### config.mk
export PLATFORM = sky130hd
export DESIGN_NAME = rain_display_sequencer
export DESIGN_NICKNAME = d
export VERILOG_FILES = /design/src/rtl/rain_display_sequencer.sv
export SDC_FILE = /design/constraint.sdc
export NUM_CORES = 1
export LEC_CHECK = 0
export CORE_UTILIZATION = 45
export CTS_BUF_LIST = sky130_fd_sc_hd__clkbuf_4 sky130_fd_sc_hd__clkbuf_8 sky130_fd_sc_hd__clkbuf_16
export DETAILED_ROUTE_END_ITERATION = 8
export PLACE_DENSITY_LB_ADDON = 0.15
export SLEW_MARGIN = 10
export SYNTH_ARGS = -nofsm -noshare
export SYNTH_HDL_FRONTEND = slang
export SYNTH_SLANG_ARGS = --single-unit
### constraint.sdc
create_clock -name clk_i -period 4.9 [get_ports clk_i]
set_input_delay 0.98 -clock clk_i [delete_from_list [all_inputs] [get_ports clk_i]]
set_output_delay 0.98 -clock clk_i [all_outputs]
set_load 0.01 [all_outputs]
### src/rtl/rain_display_sequencer.sv
// Time-shares one digit-display driver between three 5-digit BCD pages, rotating pages on a
// dwell timer or the Mode button and streaming each frame one digit per valid/ready handshake.
module rain_display_sequencer #(
    parameter int unsigned DWELL_TICKS   = 5,
    parameter int unsigned REFRESH_TICKS = 1,
    parameter bit          BLANK_LEADING = 1'b1,
    parameter logic [3:0]  BLANK_CODE    = 4'hF
) (
    input  logic        clk_i,
    input  logic        rst_i,
    input  logic        tick_1hz_i,
    input  logic        n_mode_i,
    input  logic [2:0]  page_enable_i,
    input  logic [19:0] page0_digits_i,
    input  logic [19:0] page1_digits_i,
    input  logic [19:0] page2_digits_i,
    input  logic        digit_ready_i,
    output logic        digit_valid_o,
    output logic [2:0]  digit_index_o,
    output logic [3:0]  digit_value_o,
    output logic        digit_dp_o,
    output logic [1:0]  page_sel_o,
    output logic        frame_done_o
);

    localparam int unsigned DwellW   = (DWELL_TICKS > 1) ? $clog2(DWELL_TICKS) : 1;
    localparam int unsigned RefreshW = (REFRESH_TICKS > 1) ? $clog2(REFRESH_TICKS) : 1;
    localparam logic [DwellW-1:0]   DwellLast   = DwellW'(DWELL_TICKS - 1);
    localparam logic [RefreshW-1:0] RefreshLast = RefreshW'(REFRESH_TICKS - 1);

    typedef enum logic [1:0] {StIdle, StLoad, StSend, StDone} state_e;

    state_e              state_q, state_d;
    logic [1:0]          page_sel_q, page_sel_d;
    logic [DwellW-1:0]   dwell_q, dwell_d;
    logic [RefreshW-1:0] refresh_q, refresh_d;
    logic                pending_q, pending_d;
    logic                mode_prev_q;
    logic [2:0]          idx_q, idx_d;
    logic [19:0]         snap_q, snap_d;

    logic [1:0]  cand1, cand2, next_page;
    logic        cur_enabled, mode_fall, dwell_expire, refresh_hit;
    logic        idle_req, force_adv, advance, start_frame;
    logic [19:0] raw_digits, load_digits;

    function automatic logic [1:0] inc_page(input logic [1:0] p);
        return (p == 2'd2) ? 2'd0 : p + 2'd1;
    endfunction

    // Next enabled page in rotation order; holds when no other page is enabled.
    always_comb begin
        cand1 = inc_page(page_sel_q);
        cand2 = inc_page(cand1);
        if (page_enable_i[cand1]) begin
            next_page = cand1;
        end else if (page_enable_i[cand2]) begin
            next_page = cand2;
        end else begin
            next_page = page_sel_q;
        end
    end

    assign cur_enabled  = page_enable_i[page_sel_q];
    assign mode_fall    = mode_prev_q & ~n_mode_i;
    assign dwell_expire = tick_1hz_i & (dwell_q == DwellLast);
    assign refresh_hit  = refresh_q == RefreshLast;
    assign idle_req     = (state_q == StIdle) & pending_q;
    assign force_adv    = idle_req & ~cur_enabled & (|page_enable_i);
    assign advance      = mode_fall | dwell_expire | force_adv;
    assign start_frame  = idle_req & cur_enabled;

    // A new request in the same cycle a frame starts wins over the clear.
    always_comb begin
        page_sel_d = page_sel_q;
        dwell_d    = dwell_q;
        refresh_d  = refresh_q;
        pending_d  = pending_q;
        if (start_frame) begin
            pending_d = 1'b0;
        end
        if (advance) begin
            page_sel_d = next_page;
            dwell_d    = '0;
            refresh_d  = '0;
            pending_d  = 1'b1;
        end else if (tick_1hz_i) begin
            dwell_d = dwell_q + 1'b1;
            if (refresh_hit) begin
                refresh_d = '0;
                pending_d = 1'b1;
            end else begin
                refresh_d = refresh_q + 1'b1;
            end
        end
    end

    always_comb begin
        unique case (page_sel_q)
            2'd1:    raw_digits = page1_digits_i;
            2'd2:    raw_digits = page2_digits_i;
            default: raw_digits = page0_digits_i;
        endcase
        load_digits = raw_digits;
        if (BLANK_LEADING && raw_digits[19:16] == 4'd0) begin
            load_digits[19:16] = BLANK_CODE;
            if (raw_digits[15:12] == 4'd0) begin
                load_digits[15:12] = BLANK_CODE;
            end
        end
    end

    always_comb begin
        idx_d  = idx_q;
        snap_d = snap_q;
        if (state_q == StLoad) begin
            idx_d  = 3'd4;
            snap_d = load_digits;
        end else if (state_q == StSend && digit_ready_i && idx_q != 3'd0) begin
            idx_d = idx_q - 3'd1;
        end
    end

    always_ff @(posedge clk_i) begin
        if (rst_i) begin
            state_q     <= StIdle;
            page_sel_q  <= 2'd0;
            dwell_q     <= '0;
            refresh_q   <= '0;
            pending_q   <= 1'b1;
            mode_prev_q <= 1'b1;
            idx_q       <= 3'd0;
            snap_q      <= '0;
        end else begin
            state_q     <= state_d;
            page_sel_q  <= page_sel_d;
            dwell_q     <= dwell_d;
            refresh_q   <= refresh_d;
            pending_q   <= pending_d;
            mode_prev_q <= n_mode_i;
            idx_q       <= idx_d;
            snap_q      <= snap_d;
        end
    end

    always_comb begin
        state_d = state_q;
        unique case (state_q)
            StIdle: if (start_frame) state_d = StLoad;
            StLoad: state_d = StSend;
            StSend: if (digit_ready_i && idx_q == 3'd0) state_d = StDone;
            StDone: state_d = StIdle;
            default: state_d = StIdle;
        endcase
    end

    always_comb begin
        digit_valid_o = 1'b0;
        digit_index_o = 3'd0;
        digit_value_o = 4'd0;
        digit_dp_o    = 1'b0;
        frame_done_o  = 1'b0;
        unique case (state_q)
            StSend: begin
                digit_valid_o = 1'b1;
                digit_index_o = idx_q;
                digit_value_o = snap_q[{idx_q, 2'b00} +: 4];
                digit_dp_o    = (idx_q == 3'd2);
            end
            StDone: frame_done_o = 1'b1;
            default: ;
        endcase
    end

    assign page_sel_o = page_sel_q;

endmodule

### Word-level counts from Yosys, hierarchy flattened

Index checks and enable logic that the tools add are counted.

| word-level totals | value |
|---|---|
| register bits after elaboration | 33 |
| latch bits | 0 |
| memory bits (writable) | 0 |
| ROM bits | 0 |
| input port bits | 68 |
| output and inout bits | 12 |
| logic and storage cells | 80 |
| memories | 0 |

| cells by class | value |
|---|---|
| add/subtract/negate cells | 5 |
| multiply operators | 0 |
| div/mod/pow operators | 0 |
| magnitude comparators | 3 |
| eq/ne operators | 10 |
| shift-type cells | 1 |
| muxes and demuxes | 27 |
| bitwise gates (word level) | 10 |
| reductions and logical operators | 15 |

Operators by type and width:

| kind | count |
|---|---|
| $pmux W20 S2 | 1 |
| $shiftx A20 B6 Y4 | 1 |
| $mux W2 | 6 |
| $mux W1 | 10 |
| $lt A2 B3 Y1 const B | 3 |
| $mux W3 | 3 |
| $eq A2 B2 Y1 const B | 4 |
| $logic_not A4 Y1 | 2 |
| $mux W4 | 2 |
| $mux W8 | 1 |
| $pmux W2 S4 | 1 |
| $and A1 B1 Y1 | 6 |
| $bmux W1 S2 | 3 |
| $add A2 B1 Y2 const B | 2 |
| $eq A2 B1 Y1 const B | 2 |
| $reduce_and A2 Y1 | 2 |
| $reduce_bool A2 Y1 | 2 |
| $reduce_or A2 Y1 | 2 |
| $add A3 B1 Y3 const B | 1 |
| $eq A3 B2 Y1 const B | 1 |
| $eq A3 B3 Y1 const B | 1 |
| $logic_and A1 B1 Y1 | 3 |
| $logic_not A3 Y1 | 1 |
| $reduce_bool A3 Y1 | 1 |
| 8 further kinds | 10 |

### Depth between registers and ports, before layout

Gate-level depths: netlist (run 1).

| logic depth | value |
|---|---|
| depth in word-level cells | 8 |
| gate-level depth with buffers | 9 |
| depth with buffers taken out | 7 |

### Least setup slack after synthesis (run 1)

No wires, ideal clock.

| path | value |
|---|---|
| path type | register to output |
| from | register idx_q[0] |
| to | output digit_value_o[0] |
| arrival | 1350 ps |
| data required time | 3920 ps |
| setup slack | 2570 ps |
| stages on the path, launching flop included | 5 |
| path buffers | 1 |
| cell sequence | dfxtp_1 clkbuf_1 mux4_2 nand2_1 a21boi_0 |

| between the ends | value |
|---|---|
| longest elaborated chain between the ends | 2 |

Ends and longest elaborated chain:

| what | line | RTL |
|---|---|---|
| start, declared | 39 | `logic [2:0] idx_q, idx_d;` |
| start signal, assigned | 141 | `idx_q <= idx_d;` |
| $shiftx A20 B6 Y4 | 167 | `digit_value_o = snap_q[{idx_q, 2'b00} +: 4];` |
| $mux W4 | 163 | `unique case (state_q)` |
| end, declared | 20 | `output logic [3:0] digit_value_o,` |

Every way passes these cells.

### Final worst setup path (run 1)

| path | value |
|---|---|
| from | register idx_q[0] |
| to | output digit_value_o[2] |

The elaborated chain is that of the path after synthesis.

==> flow_metrics.py, run 1 <==
metrics = {
    "power_and_ir_drop": {
        "vdd_ir_drop_max_mv": 0.140,
        "pwr-share-seq_pct": 34.5,
        "p_leak_uw": 0.00107,
        "powerDensity_mw_per_mm2": 388,
        "p_switching_uw": 438,
        "switching_share_pct": 38.4,
        "comb_power_share_pct": 48.8,
        "clkPwrFrac_pct": 16.7,
        "power.internal_uw": 703,
    },
    "detailed_routing": {
        "avgRoutedWirePerCell_um": 13.5,
        "drc": 0,
        "drtAntennaViolNets": 0,
        "viasPerCell": 5.41,
        "dr.first_iter.drc_count": 81,
        "drt_pre_antenna_iters": 4,
        "wl_um": 4970,
        "via_count": 1987,
    },
    "synth": {
        "syn-num-nets": 329,
        "syn_inst": 247,
        "avgSynthCellArea_um2": 8.42,
        "ys_seq_area_share_pct": 30.8,
        "synth_seq_cells": 32,
        "syn_area_mm2": 0.00208,
        "ys_warn_count": 0,
        "synth_cell_types": 42,
    },
    "place": {
        "port_buffers": 79,
        "dpl-instance-area_mm2": 0.00286,
        "place.gp.congestion": 0.786,
        "dp_hpwl_um": 3950,
        "dpl_worst_slack_ns": 2.06,
    },
    "global_routing": {
        "grt_pass1_wl_um": 8390,
        "grt_use_total_pct": 21.1,
        "antenna_found_initial": 0,
        "grt_max_degree": 33,
        "grt_pass1_vias": 1882,
        "overflow": 0,
    },
    "timing": {
        "skew_ns": 0.00739,
        "finalSetupTns_ns": 0,
        "period_minus_slack_ns": 3.04,
        "timing.final.ws_setup_ns": 1.86,
        "timing.final.crit_share_pct": 62.1,
        "finalHoldViolCount": 0,
        "clock.fmax_mhz": 329,
        "worst_pin_slew_ns": 1.07,
        "grt_setup_unrepaired": "false",
        "slew_violations": 0,
        "max-slew-margin-rel_pct": 28.6,
        "setup_violations": 0,
    },
    "clock_tree": {
        "clk_pin_slew_ns": 0.06,
        "htree_levels": 2,
        "cts_resized": 0,
        "cts_buffers": 5,
        "cts_tree": "done",
        "clock_sinks": 32,
        "clock_path_buffers": 2,
        "root_buffer": "clkbuf_8",
        "worstSkewPairLatency_ns": 0.28,
        "cts_setup_buffers": 0,
        "hold_buffers": 0,
    },
    "final_layout": {
        "drive_above_1_share_pct": 6.03,
        "postLayoutCoreUtil_pct": 66.6,
        "fillers": 400,
        "syn2layout_area_growth_pct": 41.3,
        "fin_nets": 397,
        "stdcell_area_mm2": 0.00294,
        "antenna_cells": 0,
    },
    "worst_setup_path": {
        "path_class": "reg2out",
        "worstPathRequired_ns": 3.92,
        "cpMaxStageDelayCell": "dfxtp_1",
        "cp.arrival_ns": 2.06,
        "cp_cell_sequence": "mux4_2 > nand2_1 > a21boi_0 > clkdlybuf4s50_1",
        "slowest_delay_ns": 0.57,
        "end_kind": "output pin",
        "startpoint_type": "flop",
        "path_max_fanout": 8,
    },
    "status": {
        "outcome": "complete, no violations",
    },
    "hold_path": {
        "hp-class": "reg2reg",
    },
    "floorplan": {
        "core_mm2": 0.00441,
        "die_h_um": 70,
        "die_area_mm2": 0.00490,
        "die_x_um": 70,
        "fp-row-count": 24,
        "initial_utilization_pct": 47.1,
        "pin_count": 80,
    },
    "job": {
        "maxCapViolCount": 0,
    },
}
-- state kept, by name, indices dropped and copies added, names as in the netlist --
name / count
dwell_q: 3
pending_q: 1
mode_prev_q: 1
page_sel_o: 2
idx_q: 3
state_q: 2
snap_q: 20
-- power groups by stage --
stage | registers [µW] | clock network [µW] | logic [µW]
floorplan | 378 | 0 | 420
global placement | 396 | 0 | 548
detailed placement | 399 | 0 | 558
CTS | 394 | 194 | 560
global route | 405 | 206 | 626
finish | 393 | 191 | 558
-- synthesized netlist by cell type (all sizes together) --
cell type,n,area [µm²]
nand3,6,30.0
nor2b,2,12.5
mux4,4,90.1
mux2,2,22.5
dfxtp,32,641
o221a,1,11.3
xnor2,3,26.3
o21ai,4,20.0
a311oi,8,70.1
nand4,2,18.8
a22o,8,70.1
a31oi,1,6.26
nand3b,1,7.51
nor3,2,10.0
nor2,42,158
inv,13,48.8
a2111oi,1,8.76
o21a,1,7.51
ha,14,175
o22ai,1,6.26
and3,1,6.26
a211o,1,8.76
a211oi,12,90.1
clkbuf,12,45.0
or2,2,15.0
a21oi,16,80.1
a22oi,13,97.6
xor2,1,8.76
buf,6,33.8
and2,3,18.8
nand2b,4,25.0
a21boi,4,30.0
mux2i,12,131
o311ai,1,8.76
nand2,11,41.3
-- worst max-delay path, delay by kind of cell (launching register included) --
kind	cells	cell delay, ns
DFF	1	0.57
muxes	1	0.56
buffers and inverters	1	0.48
AOI/OAI and AO/OA	1	0.09
and+or+nand+nor	1	0.08
-- final cells by class --
class,instances,area (µm²),area share (%)
inverter,13,48.8,1.66
clock buffer,6,76.3,2.60
sequential,32,641,21.8
clock inverter,1,5.00,0.170
timing repair buffer,79,791,26.9
multi-input combinational,184,1310,44.7
tap,52,65.1,2.21
-- layout by cell type, fill, tap and decap left out, drive strengths merged, types with 2 or more instances in the layout --
master and n:
or2 2, nand4 2, mux2 2, a311oi 8, a22o 8, nand3 6, a211oi 12, mux4 4
a21boi 4, xnor2 3, inv 13, a22oi 13, clkdlybuf4s50 79, a21oi 16, nand2 11, nor2 42
and2 3, clkbuf 6, nand2b 4, o21ai 4, nor3 2, dfxtp 32, nor2b 2, ha 14
mux2i 12
-- per-layer routing --
metal	up-vias	share of wire [%]	track usage, %
met5	-	0	0
met3	7	6.2	4.18
met2	92	43	32.5
met4	0	0.97	5.78
li1	1025	-	-
met1	863	50	30.1
-- logic make-up (layout without fill, tap and decap cells) --
kind of cell               count (synthesis)  count (layout)  share of synthesized area (%)
muxes                                     18              18                           11.7
buffers and inverters                     31              99                           6.13
and+or+nand+nor                           76              76                           16.5
DFF                                       32              32                           30.8
xor gates and xnor gates                   4               4                           1.68
adders and majority gates                 14              14                           8.42
AOI/OAI and AO/OA                         72              72                           24.8
-- stage by stage --
| step | total power, µW | std cells | hold WS [ns] |
|---|---|---|---|
| final | 1140 | 367 | 0.486 |
| after global routing | 1240 | 367 | 0.511 |
| after CTS | 1150 | 367 | 0.490 |
| after detailed placement | 957 | 360 | 0.475 |
| after global placement | 944 | 360 | 0.466 |
| after floorplan | 798 | 247 | 0.455 |
-- worst paths after layout --
| kind | from | to | slack [ns] | cells after the start |
|---|---|---|---|---|
| worst min register to register | snap_q[9]$_SDFFE_PP0P_ | snap_q[9]$_SDFFE_PP0P_ | 0.49 | 2 |
| worst min-delay path | snap_q[9]$_SDFFE_PP0P_ | snap_q[9]$_SDFFE_PP0P_ | 0.49 | 2 |
| worst max-delay path | idx_q[0]$_SDFFE_PP0P_ | digit_value_o[2] | 1.86 | 4 |
| worst max register to register | page_sel_o[0]$_SDFFE_PP0P_ | snap_q[12]$_SDFFE_PP0P_ | 2.07 | 6 |
Note: power is estimated with default switching activity, not from simulation.
==> run 2, diff against run 1 <==
- CORE_UTILIZATION: 45 -> 44
- clock period: 4.9 -> 2.8 ns (I/O delays scaled with it)
==> run 2 against run 1 <==
Against the previous run:
- the flow now finishes with violations (design-rule violations)
- combinational power grew 79%
- global-route usage decreased by 0.28 points
- final cell count increased by 1.1%
- register-to-register slack lost 1.7 ns
- critical endpoint is now digit_value_o[1]
==> flow_metrics.py, run 2 (synthesized netlist as in run 1, its figures left out) <==
metrics = {
    "final_layout": {
        "drive_above_1_share_pct": 7.21,
        "largest_register_ffs": 20,
        "final_cell_mix": "clkdlybuf4s50_1, nor2_1, dfxtp_1",
        "top_register": "snap_q",
        "final_common_cell": "clkdlybuf4s50_1",
        "fillers": 379,
        "fin_nets": 400,
        "top_regs": "snap_q (20), dwell_q (3), idx_q (3)",
        "antenna_cells": 0,
        "final_cell_count_no_fill": 371,
        "syn2layout_area_growth_pct": 43.8,
    },
    "worst_setup_path": {
        "cpMaxStageDelayCell": "dfxtp_1",
        "path_class": "reg2out",
        "startpoint_type": "flop",
        "path_max_fanout": 8,
        "cp_top_family": "flip-flops",
        "slowest_delay_ns": 0.57,
        "cp_num_buf_inv": 1,
        "cp_cell_sequence": "mux4_2 > nand2_1 > a21boi_0 > clkdlybuf4s50_1",
        "end_kind": "output pin",
        "cp.arrival_ns": 2.07,
        "worstPathRequired_ns": 2.24,
    },
    "detailed_routing": {
        "route.met2.wl_um": 2220,
        "drt_pre_antenna_iters": 6,
        "wl_met1_um": 2450,
        "drc": 6,
        "top_layer_used": "met4",
        "via_count": 2002,
        "dr.first_iter.drc_count": 109,
        "avgRoutedWirePerCell_um": 13.6,
        "wl_um": 5060,
        "drtAntennaViolNets": 0,
        "viasPerCell": 5.40,
        "met3WireLength_um": 341,
    },
    "timing": {
        "grt_setup_unrepaired": "false",
        "period_minus_slack_ns": 2.63,
        "worst_pin_slew_ns": 0.689,
        "max-slew-margin-rel_pct": 54.0,
        "skew_ns": 0.00394,
        "setup_violations": 0,
        "finalSetupTns_ns": 0,
        "finalHoldViolCount": 0,
        "timing.final.crit_share_pct": 93.9,
        "slew_violations": 0,
        "clock.fmax_mhz": 380,
    },
    "clock_tree": {
        "htree_levels": 2,
        "worstSkewPairLatency_ns": 0.28,
        "hold_buffers": 0,
        "cts_buffers": 5,
        "root_buffer": "clkbuf_8",
        "cts_setup_buffers": 0,
        "clock_sinks": 32,
        "clk_pin_slew_ns": 0.07,
        "clock_path_buffers": 2,
        "cts_tree": "done",
        "cts_resized": 0,
    },
    "floorplan": {
        "die_x_um": 70.8,
        "initial_utilization_pct": 46.8,
        "fp-row-count": 24,
        "die_h_um": 70.8,
        "die_area_mm2": 0.00501,
        "pin_count": 80,
        "core_mm2": 0.00444,
    },
    "place": {
        "dp_cells": 363,
        "port_buffers": 79,
        "dp_hpwl_um": 4080,
        "place.gp.congestion": 0.870,
    },
    "power_and_ir_drop": {
        "powerDensity_mw_per_mm2": 707,
        "vdd_ir_drop_max_mv": 0.349,
        "p_leak_uw": 0.00110,
    },
    "hold_path": {
        "hp-class": "reg2reg",
    },
    "global_routing": {
        "grt_use_total_pct": 20.8,
        "grt_max_degree": 27,
        "grt_pass1_wl_um": 8360,
        "overflow": 0,
        "antenna_found_initial": 0,
        "grt_pass1_vias": 1887,
    },
    "status": {
        "violations": "design-rule violations",
        "outcome": "finished with violations",
    },
    "job": {
        "maxCapViolCount": 0,
    },
}
-- run 2: final timing paths --
kind | depth (start not counted) | start | end | slack [ns]
hold / removal | 2 | snap_q[12]$_SDFFE_PP0P_ | snap_q[12]$_SDFFE_PP0P_ | 0.49
setup reg to reg | 7 | page_sel_o[1]$_SDFFE_PP0P_ | snap_q[13]$_SDFFE_PP0P_ | 0.39
setup / recovery | 4 | idx_q[0]$_SDFFE_PP0P_ | digit_value_o[1] | 0.17
hold reg to reg | 2 | snap_q[12]$_SDFFE_PP0P_ | snap_q[12]$_SDFFE_PP0P_ | 0.49
-- run 2: final cells by class --
cell class | instances | area [µm²] | area share, %
inverter | 13 | 48.8 | 1.63
clock inverter | 2 | 35.0 | 1.17
clock buffer | 6 | 76.3 | 2.55
tap | 52 | 65.1 | 2.17
timing repair buffer | 82 | 813 | 27.2
sequential | 32 | 641 | 21.4
multi-input combinational | 184 | 1310 | 43.9
-- run 2: where the power goes --
| part | total (µW) | switching [µW] | internal (µW) |
|---|---|---|---|
| Clock | 435 | 162 | 273 |
| Sequential | 684 | 94.9 | 589 |
| Combinational | 997 | 523 | 474 |
-- run 2: layer usage --
| metal | GRT usage, % | vias up |
|---|---|---|
| li1 | - | 1037 |
| met1 | 28.2 | 883 |
| met2 | 33.5 | 75 |
| met3 | 4.99 | 7 |
| met4 | 5.33 | 0 |
| met5 | 0 | - |
-- run 2: stage by stage --
| stage | util (%) | cell area [µm²] | hold slack [ns] | total power [µW] | worst slack, ns |
|---|---|---|---|---|---|
| final | 67.3 | 2990 | 0.489 | 2120 | 0.170 |
| after global routing | 67.3 | 2990 | 0.513 | 2280 | 0.0612 |
| after CTS | 67.3 | 2990 | 0.492 | 2130 | 0.155 |
| after detailed placement | 64.8 | 2880 | 0.478 | 1690 | 0.468 |
| after global placement | 64.8 | 2880 | 0.471 | 1660 | 0.477 |
| after floorplan | - | 2080 | 0.455 | 1400 | 0.668 |
-- run 2: worst reg2reg max path, cell delays in order (launching register included) --
cell and delay (ns):
dfxtp_1 0.41, inv_1 0.13, ha_1 0.43, a22o_1 0.32
mux2i_1 0.21, nand4_2 0.18, or2_4 0.31, a311oi_1 0.31
==> run 3, diff against run 2 <==
- REMOVE_ABC_BUFFERS: not set -> 1
==> run 3 against run 2 <==
Against the previous run:
- sequential power about the same
- largest cell class unchanged
- the run still ends with design-rule violations left
- via count increased by 0.90%
- worst setup slack got worse by 0.034 ns
- critical path type unchanged
- combinational power about the same
==> flow_metrics.py, run 3 (synthesized netlist as in run 1, its figures left out) <==
metrics = {
    "detailed_routing": {
        "drtAntennaViolNets": 0,
        "drt_pre_antenna_iters": 6,
        "avgRoutedWirePerCell_um": 13.6,
        "wl_um": 5080,
        "dr.first_iter.drc_count": 69,
        "via_count": 2020,
        "viasPerCell": 5.42,
        "drc": 4,
    },
    "worst_setup_path": {
        "cpMaxStageDelayCell": "mux4_2",
        "slowest_delay_ns": 0.60,
        "worstPathRequired_ns": 2.24,
        "path_max_fanout": 8,
        "path_class": "reg2out",
        "end_kind": "output pin",
        "cp.arrival_ns": 2.10,
        "rr_worst_depth": 6,
        "cp_cell_sequence": "mux4_2 > nand2_1 > a21boi_0 > clkdlybuf4s50_1",
        "startpoint_type": "flop",
    },
    "place": {
        "place.gp.congestion": 0.830,
        "dp_hpwl_um": 3920,
        "dpl-instance-area_mm2": 0.00290,
        "port_buffers": 79,
    },
    "floorplan": {
        "pin_count": 80,
        "die_x_um": 70.8,
        "die_area_mm2": 0.00501,
        "initial_utilization_pct": 46.8,
        "die_h_um": 70.8,
        "fp-row-count": 24,
        "core_mm2": 0.00444,
    },
    "job": {
        "maxCapViolCount": 0,
    },
    "final_layout": {
        "final_cell_mix": "clkdlybuf4s50_1, nor2_1, dfxtp_1",
        "largest_register_ffs": 20,
        "stdcell_area_mm2": 0.00299,
        "fin_nets": 402,
        "top_regs": "snap_q (20), dwell_q (3), idx_q (3)",
        "syn2layout_area_growth_pct": 43.8,
        "final_common_cell": "clkdlybuf4s50_1",
        "drive_above_1_share_pct": 7.79,
        "fillers": 388,
        "top_register": "snap_q",
        "antenna_cells": 0,
    },
    "timing": {
        "max-slew-margin-rel_pct": 51.4,
        "grt_setup_unrepaired": "false",
        "slew_violations": 0,
        "skew_ns": 0.00344,
        "clock.fmax_mhz": 375,
        "timing.final.crit_share_pct": 95.1,
        "period_minus_slack_ns": 2.66,
        "finalSetupTns_ns": 0,
        "worst_pin_slew_ns": 0.729,
        "setup_violations": 0,
        "finalHoldViolCount": 0,
    },
    "global_routing": {
        "antenna_found_initial": 0,
        "use_met3_pct": 4.42,
        "grt_busiest_layer": "met2",
        "overflow": 0,
        "grt_use_total_pct": 21.3,
        "grtUsageMet1_pct": 26.9,
        "grt_max_degree": 31,
        "grt_pass1_vias": 1909,
        "use_met2_pct": 36.6,
        "grt_pass1_wl_um": 8480,
    },
    "power_and_ir_drop": {
        "p_leak_uw": 0.00110,
        "vdd_ir_drop_max_mv": 0.279,
        "powerDensity_mw_per_mm2": 694,
        "power.total_uw": 2080,
    },
    "clock_tree": {
        "clock_path_buffers": 2,
        "cts_resized": 0,
        "cts_buffers": 5,
        "cts_tree": "done",
        "hold_buffers": 0,
        "clock_sinks": 32,
        "worstSkewPairLatency_ns": 0.28,
        "root_buffer": "clkbuf_8",
        "clk_pin_slew_ns": 0.06,
        "cts_setup_buffers": 0,
        "htree_levels": 2,
    },
    "hold_path": {
        "whs_path_depth": 2,
        "hp-class": "reg2reg",
    },
    "status": {
        "violations": "design-rule violations",
        "outcome": "finished with violations",
    },
}
[run 3: cell type report]
cell class                 count  area [µm²]  share of cell area (%)
clock buffer                   8        97.6                    3.26
inverter                      13        48.8                    1.63
multi-input combinational    184        1310                    43.9
sequential                    32         641                    21.4
tap                           52        65.1                    2.17
timing repair buffer          84         828                    27.7
[run 3: where the power goes]
part	total [µW]	internal, µW	switching, µW
logic	1010	482	527
registers	687	589	97.5
clock network	380	220	161
total	2080	1290	785
[run 3: final timing paths]
path                              start                      end  slack, ns
max               idx_q[0]$_SDFFE_PP0P_         digit_value_o[3]       0.14
min             snap_q[14]$_SDFFE_PP0P_  snap_q[14]$_SDFFE_PP0P_       0.49
max reg2reg  page_sel_o[0]$_SDFFE_PP0P_  snap_q[13]$_SDFFE_PP0P_       0.35
min reg2reg     snap_q[14]$_SDFFE_PP0P_  snap_q[14]$_SDFFE_PP0P_       0.49
[run 3: critical path: cells and delay by family, from the launching register on]
kind	cells	cell delay, ns
flip-flops	1	0.59
AND/OR/NAND/NOR	1	0.09
buffers and inverters	1	0.48
AO/OA/AOI/OAI	1	0.07
multiplexers	1	0.60
[run 3: per-layer routing]
layer	wire length, µm	up-vias
met4	59	0
met5	0	-
li1	-	1037
met3	221	6
met2	2430	55
met1	2370	922
[run 3: per-stage QoR]
stage	setup WS, ns	cells	hold slack (ns)	util (%)
after CTS	0.117	373	0.487	67.3
after global placement	0.462	365	0.468	65.1
after detailed placement	0.390	365	0.478	65.1
after floorplan	0.265	229	0.453	-
after global routing	0.0207	373	0.509	67.3
final	0.136	373	0.485	67.3
==> edit: new RTL, config.mk and constraints of run 3 <==
Change the parameter `BLANK_LEADING` from 1'b1 to 1'b0.
--- a/src/rtl/rain_display_sequencer.sv
+++ b/src/rtl/rain_display_sequencer.sv
@@ -4,5 +4,5 @@
     parameter int unsigned DWELL_TICKS   = 5,
     parameter int unsigned REFRESH_TICKS = 1,
-    parameter bit          BLANK_LEADING = 1'b1,
+    parameter bit          BLANK_LEADING = 1'b0,
     parameter logic [3:0]  BLANK_CODE    = 4'hF
 ) (
Behaviour: not the same (a bounded check fails within 4 cycles, from zero or initial values and one cycle with rst_i high).
==> edit against run 3 <==
Sequential cell count is the same. Combinational power grew 48%. Power grew 25%. Setup slack gained 59 ps. Largest cell class unchanged. Critical endpoint is now digit_value_o[1]. Die area shrank 1.3%. Wire length shrank 2.8%. Synthesized area shrank 1.4%. Design area shrank 0.84%.
==> edit: results (changes against run 3) <==
startpoint of the lowest-slack hold path snap_q[11]$_SDFFE_PP0P_; highest-delay cell along the critical path sky130_fd_sc_hd__dfxtp_1; final-layout clock buffer total 7 (-1); final weighted congestion in routability-driven placement 0.841 (+1.3%); via count of the first global-routing pass 1929 (+1.0%); average routed wire per standard cell 13.3 um (-2.0%); worst reg2reg setup slack 780 ps (+430 ps); portion of netlist area occupied by mux cells 0.165 (+0.0480); First DRT Iteration DRCs 66 (-4.3%); fraction of the mapped netlist area in compound gates 0.198 (-0.0502); Hold Path End snap_q[11]$_SDFFE_PP0P_; dominant cells by area after synthesis sky130_fd_sc_hd__dfxtp_1, sky130_fd_sc_hd__mux2i_1, sky130_fd_sc_hd__nor2_1, sky130_fd_sc_hd__ha_1, sky130_fd_sc_hd__a22oi_1; global router's overall resource usage 0.205 (-0.00836); end of the worst register-to-register path snap_q[5]$_SDFFE_PP0P_; filler cell count 394 (+1.5%); outcome completed; global-route wire length before repair 8190 um (-3.4%); Post-DP HPWL 3710 um (-5.4%); fraction of area in multi-input gates 0.435 (-0.00347); adder-cell share of the synthesized area 0.0793 (-0.00492); mean instance size in the synthesized netlist 8.31 sq um (-1.4%); final core utilization 0.672 (-0.00109); signal buffers share of area 0.278 (+0.00149); post-synthesis xor/xnor area fraction 0.0128 (-0.00403); count of flip-flops and latches 32 (unchanged); peak per-stage delay on the critical path 560 ps (-40 ps); top cell types by occurrence after synthesis sky130_fd_sc_hd__nor2_1, sky130_fd_sc_hd__dfxtp_1, sky130_fd_sc_hd__a21oi_1; smallest hold slack 494 ps (+9.00 ps); number of ordinary and repair buffers in the finished layout 82 (-2.4%); total leakage power 1.12 nW (+1.4%); proportion of layout cells with a drive suffix above 1 0.0566 (-0.0213)
edit: changes by cell type after synthesis, sizes merged, moves of 5 or more:
cell           run 3  this run
a211oi            12         0
a21oi             16        24
a22o               8         0
a22oi             13        20
a311oi             8         0
mux2i             12        23
nand2             11         6
nor2              42        49
edit: power breakdown:
group / leakage [nW] / internal (mW) / total (mW) / switching (mW)
registers: 0.262 / 0.608 / 0.739 / 0.131
logic: 0.807 / 0.724 / 1.49 / 0.763
clock network: 0.0503 / 0.219 / 0.375 / 0.157
total: 1.12 / 1.55 / 2.60 / 1.05
edit: logic make-up (layout without fill, tap and decap cells):
kind of cell,count (synthesis),in the layout
XOR/XNOR,3,3
buffers and inverters,31,102
AO/OA/AOI/OAI,60,60
flip-flops,32,32
AND/OR/NAND/NOR,80,80
adder cells (fa/ha/maj),13,13
multiplexers,28,28
edit: layer usage:
metal,vias up,track usage,part of all wire
met2,51,0.357,0.48
met1,886,0.244,0.46
met4,0,0.0578,0.0057
met5,-,0,0
met3,4,0.0563,0.050
li1,1017,-,-
